$ cat config.mk
export PLATFORM = sky130hd
export DESIGN_NAME = uart_tx
export DESIGN_NICKNAME = d
export VERILOG_FILES = /design/src/rtl/uart_tx_pkg.sv /design/src/rtl/uart_baud_gen.sv /design/src/rtl/uart_tx.sv
export SDC_FILE = /design/constraint.sdc
export NUM_CORES = 1
export LEC_CHECK = 0
export ABC_CLOCK_PERIOD_IN_PS = 2600
export CAP_MARGIN = 20
export CORE_AREA = 2 2 56 58
export DETAILED_ROUTE_END_ITERATION = 16
export DIE_AREA = 0 0 58 60
export DONT_BUFFER_PORTS = 1
export HOLD_SLACK_MARGIN = 0.12
export PLACE_DENSITY = 0.8
export SLEW_MARGIN = 20
export SYNTH_ARGS = -nofsm -noshare
export SYNTH_HDL_FRONTEND = slang
export SYNTH_HIERARCHICAL = 1
export SYNTH_SLANG_ARGS = --single-unit
$ cat constraint.sdc
create_clock -name clk -period 2.6 [get_ports clk]
set_clock_uncertainty 0.2 [all_clocks]
set_input_delay 0.52 -clock clk [delete_from_list [all_inputs] [get_ports clk]]
set_output_delay 0.52 -clock clk [all_outputs]
set_load 0.005 [all_outputs]
$ cat src/rtl/uart_tx_pkg.sv
// Shared UART definitions: FSM state encoding and parity helper, used by the transmit and
// receive paths.
package uart_tx_pkg;

  localparam logic [2:0] StIdle   = 3'd0;
  localparam logic [2:0] StStart  = 3'd1;
  localparam logic [2:0] StData   = 3'd2;
  localparam logic [2:0] StParity = 3'd3;
  localparam logic [2:0] StStop   = 3'd4;

  // Tick counters are never narrower than this, even for fast baud rates.
  localparam int unsigned MinTickWidth = 14;

  function automatic logic even_parity(input logic [7:0] data);
    return ^data;
  endfunction

endpackage

$ cat src/rtl/uart_baud_gen.sv
// Bit-period timer: bit_tick pulses for one cycle every TICKS_PER_BIT cycles, and the
// count restarts from zero whenever clear is asserted.
module uart_baud_gen
  import uart_tx_pkg::*;
#(
  parameter int unsigned TICKS_PER_BIT = 868
) (
  input  logic clk,
  input  logic rst,
  input  logic clear,
  output logic bit_tick
);

  localparam int unsigned CntW =
      ($clog2(TICKS_PER_BIT) > MinTickWidth) ? $clog2(TICKS_PER_BIT) : MinTickWidth;
  localparam logic [CntW-1:0] LastTick = CntW'(TICKS_PER_BIT - 1);

  logic [CntW-1:0] cnt_q;

  always_ff @(posedge clk) begin
    if (rst || clear) begin
      cnt_q <= '0;
    end else if (cnt_q == LastTick) begin
      cnt_q <= '0;
    end else begin
      cnt_q <= cnt_q + CntW'(1);
    end
  end

  assign bit_tick = (cnt_q == LastTick);

endmodule

$ cat src/rtl/uart_tx.sv
// UART transmitter, 8N1 by default; define UART_TX_PARITY_EN for 8E1 framing.
// One byte is accepted per frame via a valid/ready handshake; tx is fully registered.
module uart_tx
  import uart_tx_pkg::*;
#(
  parameter int unsigned BAUD_RATE     = 115200,
  parameter int unsigned SYS_CLK_SPEED = 100_000_000,
  parameter int unsigned TICKS_PER_BIT = SYS_CLK_SPEED / BAUD_RATE
) (
  input  logic       clk,
  input  logic       rst,
  input  logic [7:0] tx_data,
  input  logic       tx_valid,
  output logic       tx_ready,
  output logic       tx,
  output logic       tx_busy
);

  logic [2:0] state_q, state_d;
  logic [7:0] shift_q, shift_d;
  logic [3:0] bit_cnt_q, bit_cnt_d;
  logic       tx_q, tx_d;
  logic       accept;
  logic       bit_tick;
`ifdef UART_TX_PARITY_EN
  logic       parity_q, parity_d;
`endif

  assign tx_ready = (state_q == StIdle) && !rst;
  assign accept   = tx_valid && tx_ready;
  assign tx_busy  = (state_q != StIdle);
  assign tx       = tx_q;

  uart_baud_gen #(
    .TICKS_PER_BIT(TICKS_PER_BIT)
  ) u_baud_gen (
    .clk     (clk),
    .rst     (rst),
    .clear   (accept),
    .bit_tick(bit_tick)
  );

  // tx_d is the line level for the state being entered, so tx changes on the state edge.
  always_comb begin
    state_d   = state_q;
    shift_d   = shift_q;
    bit_cnt_d = bit_cnt_q;
    tx_d      = tx_q;
`ifdef UART_TX_PARITY_EN
    parity_d  = parity_q;
`endif
    case (state_q)
      StIdle: begin
        tx_d = 1'b1;
        if (accept) begin
          state_d   = StStart;
          shift_d   = tx_data;
          bit_cnt_d = 4'd0;
          tx_d      = 1'b0;
`ifdef UART_TX_PARITY_EN
          parity_d  = even_parity(tx_data);
`endif
        end
      end
      StStart: begin
        if (bit_tick) begin
          state_d = StData;
          tx_d    = shift_q[0];
          shift_d = {1'b0, shift_q[7:1]};
        end
      end
      StData: begin
        if (bit_tick) begin
          if (bit_cnt_q == 4'd7) begin
`ifdef UART_TX_PARITY_EN
            state_d = StParity;
            tx_d    = parity_q;
`else
            state_d = StStop;
            tx_d    = 1'b1;
`endif
          end else begin
            bit_cnt_d = bit_cnt_q + 4'd1;
            tx_d      = shift_q[0];
            shift_d   = {1'b0, shift_q[7:1]};
          end
        end
      end
`ifdef UART_TX_PARITY_EN
      StParity: begin
        if (bit_tick) begin
          state_d = StStop;
          tx_d    = 1'b1;
        end
      end
`endif
      StStop: begin
        if (bit_tick) begin
          state_d = StIdle;
          tx_d    = 1'b1;
        end
      end
      default: begin
        state_d = StIdle;
        tx_d    = 1'b1;
      end
    endcase
  end

  always_ff @(posedge clk) begin
    if (rst) begin
      state_q   <= StIdle;
      shift_q   <= '0;
      bit_cnt_q <= '0;
      tx_q      <= 1'b1;
`ifdef UART_TX_PARITY_EN
      parity_q  <= 1'b0;
`endif
    end else begin
      state_q   <= state_d;
      shift_q   <= shift_d;
      bit_cnt_q <= bit_cnt_d;
      tx_q      <= tx_d;
`ifdef UART_TX_PARITY_EN
      parity_q  <= parity_d;
`endif
    end
  end

endmodule

### Word level (Yosys, flattened, before mapping)

Index checks and enable logic that the tools add are counted.
Widths: inputs -> output; s select.

* bits in read-only memories: 0
* RAM bits: 0
* register bits after elaboration: 30
* logic and storage cells: 52
* memories kept: 0
* bits in latches: 0
* input bits: 11
* output and inout port bits: 3

* bitwise logic cells: 0
* magnitude comparators: 0
* div/mod/pow operators: 0
* reduce and logical (&&, ||, !) cells: 13
* eq/ne operators: 11
* $add $sub $neg: 2
* shift-type cells: 0
* multiplexer cells: 21
* $mul: 0

Operators with widths (count)
* $mux 8: 4
* $pmux 8 s3: 1
* $mux 3: 5
* $add 14x1->14 const B: 1
* $eq 14x10->1 const B: 1
* $mux 4: 3
* $pmux 3 s4: 1
* $ne 2x2->1 const B: 5
* $reduce_and 5->1: 2
* $pmux 4 s2: 1
* $reduce_bool 3->1: 2
* $mux 1: 5
* $add 4x1->4 const B: 1
* $eq 4x3->1 const B: 1
* $pmux 1 s4: 1
* $reduce_and 4->1: 1
* $eq 3x1->1 const B: 1
* $eq 3x2->1 const B: 1
* $eq 3x3->1 const B: 1
* $logic_not 3->1: 1
* $reduce_and 3->1: 1
* $logic_and 1x1->1: 2
* $ne 2x1->1 const B: 1
* $reduce_bool 2->1: 1
* 3 further kinds: 3

### Logic depth before layout (Yosys ltp)

* depth in word-level cells: 5
* mapped depth: 8
* mapped depth without buffers: 7

### Modules after synthesis

Netlist, hierarchy kept.

By module, submodules not included
* uart_tx: cells each 108, area an instance 872.1 um^2, times used 1, seq. area each 320.3 um^2
* uart_baud_gen: cells each 74, area an instance 650.6 um^2, times used 1, seq. area each 280.3 um^2

### Worst setup path after synthesis

No wires, ideal clock.

* path type: register to register
* start: register u_baud_gen.cnt_q[13]
* end: register shift_q[0]
* setup time: 0.140 ns
* period minus slack after synthesis: 2.357 ns
* arrival time: 2.018 ns
* required time: 2.260 ns
* path buffers: 1
* stages on the path, launching flop included: 8
* path slack: 0.243 ns
* cells stage by stage: dfxtp_1 or4_1 nor4_2 clkbuf_1 and3b_1 nor2_1 a21oi_2 a311oi_1

* cells in the longest elaborated chain, start to end: 3
* elaborated cells on any way between the ends: 4
* those cells by class: eq/ne: 3; reduce/logical: 1

Ends and longest elaborated chain
* from (decl): RTL line uart_baud_gen.sv:18 `logic [CntW-1:0] cnt_q;`
* from (signal assigned): RTL line uart_baud_gen.sv:26 `cnt_q <= cnt_q + CntW'(1);`
* $eq 14x10->1 *: RTL line uart_baud_gen.sv:30 `assign bit_tick = (cnt_q == LastTick);`
* named net bit_tick: RTL line uart_tx.sv:24 `logic bit_tick;`
* $ne 2x2->1 (no source line)
* $reduce_and 5->1 (no source line) *
* to (signal assigned): RTL line uart_tx.sv:121 `shift_q <= shift_d;`
* to (decl): RTL line uart_tx.sv:20 `logic [7:0] shift_q, shift_d;`

Mark *: on every way through the listed nets, which the timed path passes. The rest lies on a longest branch.
A chain may end at the register's enable or synchronous reset.

### Worst setup path in the final report

Ends and elaborated chain as after synthesis.

==> impl_metrics.tcl <==
set metrics [dict create \
    fin_util_pct 54.7 \
    required_ns 2.59 \
    crit_path_end_kind "flop" \
    antenna_cells 0 \
    r2r-start "u_baud_gen/cnt_q[13]" \
    die_area_um2 3480 \
    core_um2 2900 \
    ys_ff_latch 30 \
    ys.flop_type "dfxtp_1" \
    status "complete, no violations" \
    hp-class "input port to flop" \
    worst_slack_ns 0.159 \
    slew_viol_final 0 \
    min_period_over_period_pct 93.9 \
    worst-path-max-fanout 11 \
    final_common_cell "dfxtp_1" \
    cts_tree "yes" \
    setup.worst_path.end "shift_q[0]" \
    nNetsFinal 195 \
    reg2reg_slack_ns 0.16 \
    worstRegToRegCells 7 \
    grt_pass1_vias 1131 \
    grt_overflow 0 \
    layout_common_cells "dfxtp_1 (30), nor2_1 (19), nand2_1 (15), nor3_1 (15), o21ai_0 (12)" \
    ys_warn_count 6 \
    min_period_ns 2.44 \
    final_hold_viol_count 0 \
    dp_hpwl_um 2070 \
    ios 14 \
    clk_pin_slew_ns 0.11 \
    totalWireLength_um 2960 \
    slew_headroom_pct 58.6 \
    synth_fp_nets 195 \
    start_util_pct 52.5 \
    fp.dieH_um 60 \
    syn-instance-count 182 \
    numClockSinks 30 \
    synthArstFlopShare_pct 0 \
    cts_root_buf "clkbuf_4" \
    criticalPathCategory "flop to flop" \
    clock_path_buffers 2 \
    drt_drc_violations_left 0 \
    cts_buffers 5 \
    pre_cts_ws_ns 0.180 \
    gp_congestion 0.842 \
    rsz0062_at_grt "no" \
    regToRegEndpoint "shift_q[0]" \
    leakage_nw 0.504 \
    grt_max_degree 16 \
    grt_pass1_wl_um 4870 \
    dr.pass1.iters 4 \
    arrival_ns 2.43 \
    ir_drop_uv 300 \
    area_growth_pct 4.19 \
    synth_area_um2 1520 \
    max_cap_violations 0 \
    die_width_um 58 \
    clock_latency_ns 0.34 \
    wl_per_cell_um 13.7 \
    grt.total_usage_pct 19.0 \
    tightest_slew_ns 0.616 \
    startpoint "u_baud_gen/cnt_q[13]" \
    num_rows 20 \
    route.vias.total 1291 \
    syn_area_per_cell_um2 8.37 \
    layout-drive-gt1-share_pct 9.29 \
    post_cts_buffers 0 \
    fmax_ghz 0.410 \
    ant_nets 0 \
    fin_setup_tns_ns 0 \
    finalSetupViolCount 0 \
    synth_edf_count 0 \
    drt_iter0_drc 38 \
    synthDistinctLibCells 40 \
    powerDensity_nw_per_um2 528 \
    h-tree-depth 2 \
    vias_per_cell 5.98 \
    portBuffers 0 \
    ys_seq_area_share_pct 39.4 \
    antenna_found_initial 0 \
    start_kind "flop" \
]
==> state kept, by name (all words and copies together), names as in the netlist <==
register	count
u_baud_gen/cnt_q	14
state_q	3
bit_cnt_q	4
shift_q	8
tx	1
==> critical path, stage by stage, from the launching register on <==
cell	delay, ns
dfxtp_1	0.33
or4_1	0.53
nor4_2	0.28
buf_4	0.20
and3b_1	0.21
nor2_1	0.07
a21oi_2	0.33
a311oi_1	0.16
==> report_power, final <==
part,switching [W],total (W),internal (W)
clock,0.000163,0.000294,0.000131
sequential,0.0000137,0.000487,0.000473
combinational,0.0000353,0.0000575,0.0000222
total,0.000212,0.000838,0.000626
==> cell families (layout without fill, tap and decap cells) <==
family	count (synthesis)	count (layout)	synth area share [%]
fa+ha+maj	2	2	1.64
simple gates	86	86	30.9
xor+xnor	13	13	7.48
buf+inv	17	18	6.08
flops	30	30	39.4
compound gates	34	34	14.5
==> area by class of cell <==
cell class | count | area (um^2)
fill | 273 | 1320
multi-input combinational | 135 | 830
timing repair buffer | 4 | 32.5
tap | 33 | 41.3
clock inverter | 1 | 5.00
inverter | 6 | 22.5
clock buffer | 7 | 55.1
sequential | 30 | 601
==> routing by layer <==
layer / part of all wire, % / GRT usage [%]
met1: 46 / 23.6
met2: 47 / 29.2
met3: 4.4 / 6.71
met4: 2.1 / 9.30
met5: 0 / 0
==> cells in the mapped netlist (4+ instances only) <==
cell type | number | area share (%)
dfxtp_1 | 30 | 39
a311oi_1 | 7 | 4.0
a21oi_1 | 6 | 2.0
nand3_1 | 9 | 3.0
nor3_1 | 15 | 4.9
clkbuf_1 | 7 | 1.7
o21ai_0 | 12 | 3.9
nand2_1 | 15 | 3.7
nand4_1 | 4 | 1.6
nor2_1 | 19 | 4.7
inv_1 | 6 | 1.5
xnor2_1 | 11 | 6.3
==> timing repair <==
action | CTS | global route
setup endpoints to repair | 0 | 1
endpoints found under the hold margin | 15 | 0
resized for setup | 0 | 0
hold buffers | 1 | 0
==> worst min path at each step <==
stage	cells past startpoint	end	slack [ns]	start
after global placement	2	shift_q[1]	0.26	shift_q[2]
final	3	bit_cnt_q[3]	0.14	rst
after floorplan	2	bit_cnt_q[3]	0.24	bit_cnt_q[3]
after detailed placement	2	bit_cnt_q[3]	0.27	bit_cnt_q[3]
after global routing	3	bit_cnt_q[3]	0.14	rst
after CTS	3	bit_cnt_q[3]	0.14	rst
==> per-stage QoR <==
stage | instance area, um^2 | total power (W) | hold slack, ns | instances
floorplan | 1520 | 0.000549 | 0.245 | 182
global placement | 1520 | 0.000547 | 0.263 | 207
detailed placement | 1520 | 0.000550 | 0.272 | 207
CTS | 1590 | 0.000844 | 0.143 | 216
global route | 1590 | 0.000880 | 0.142 | 216
finish | 1590 | 0.000838 | 0.145 | 216
Note: power is estimated with default switching activity, not from simulation.
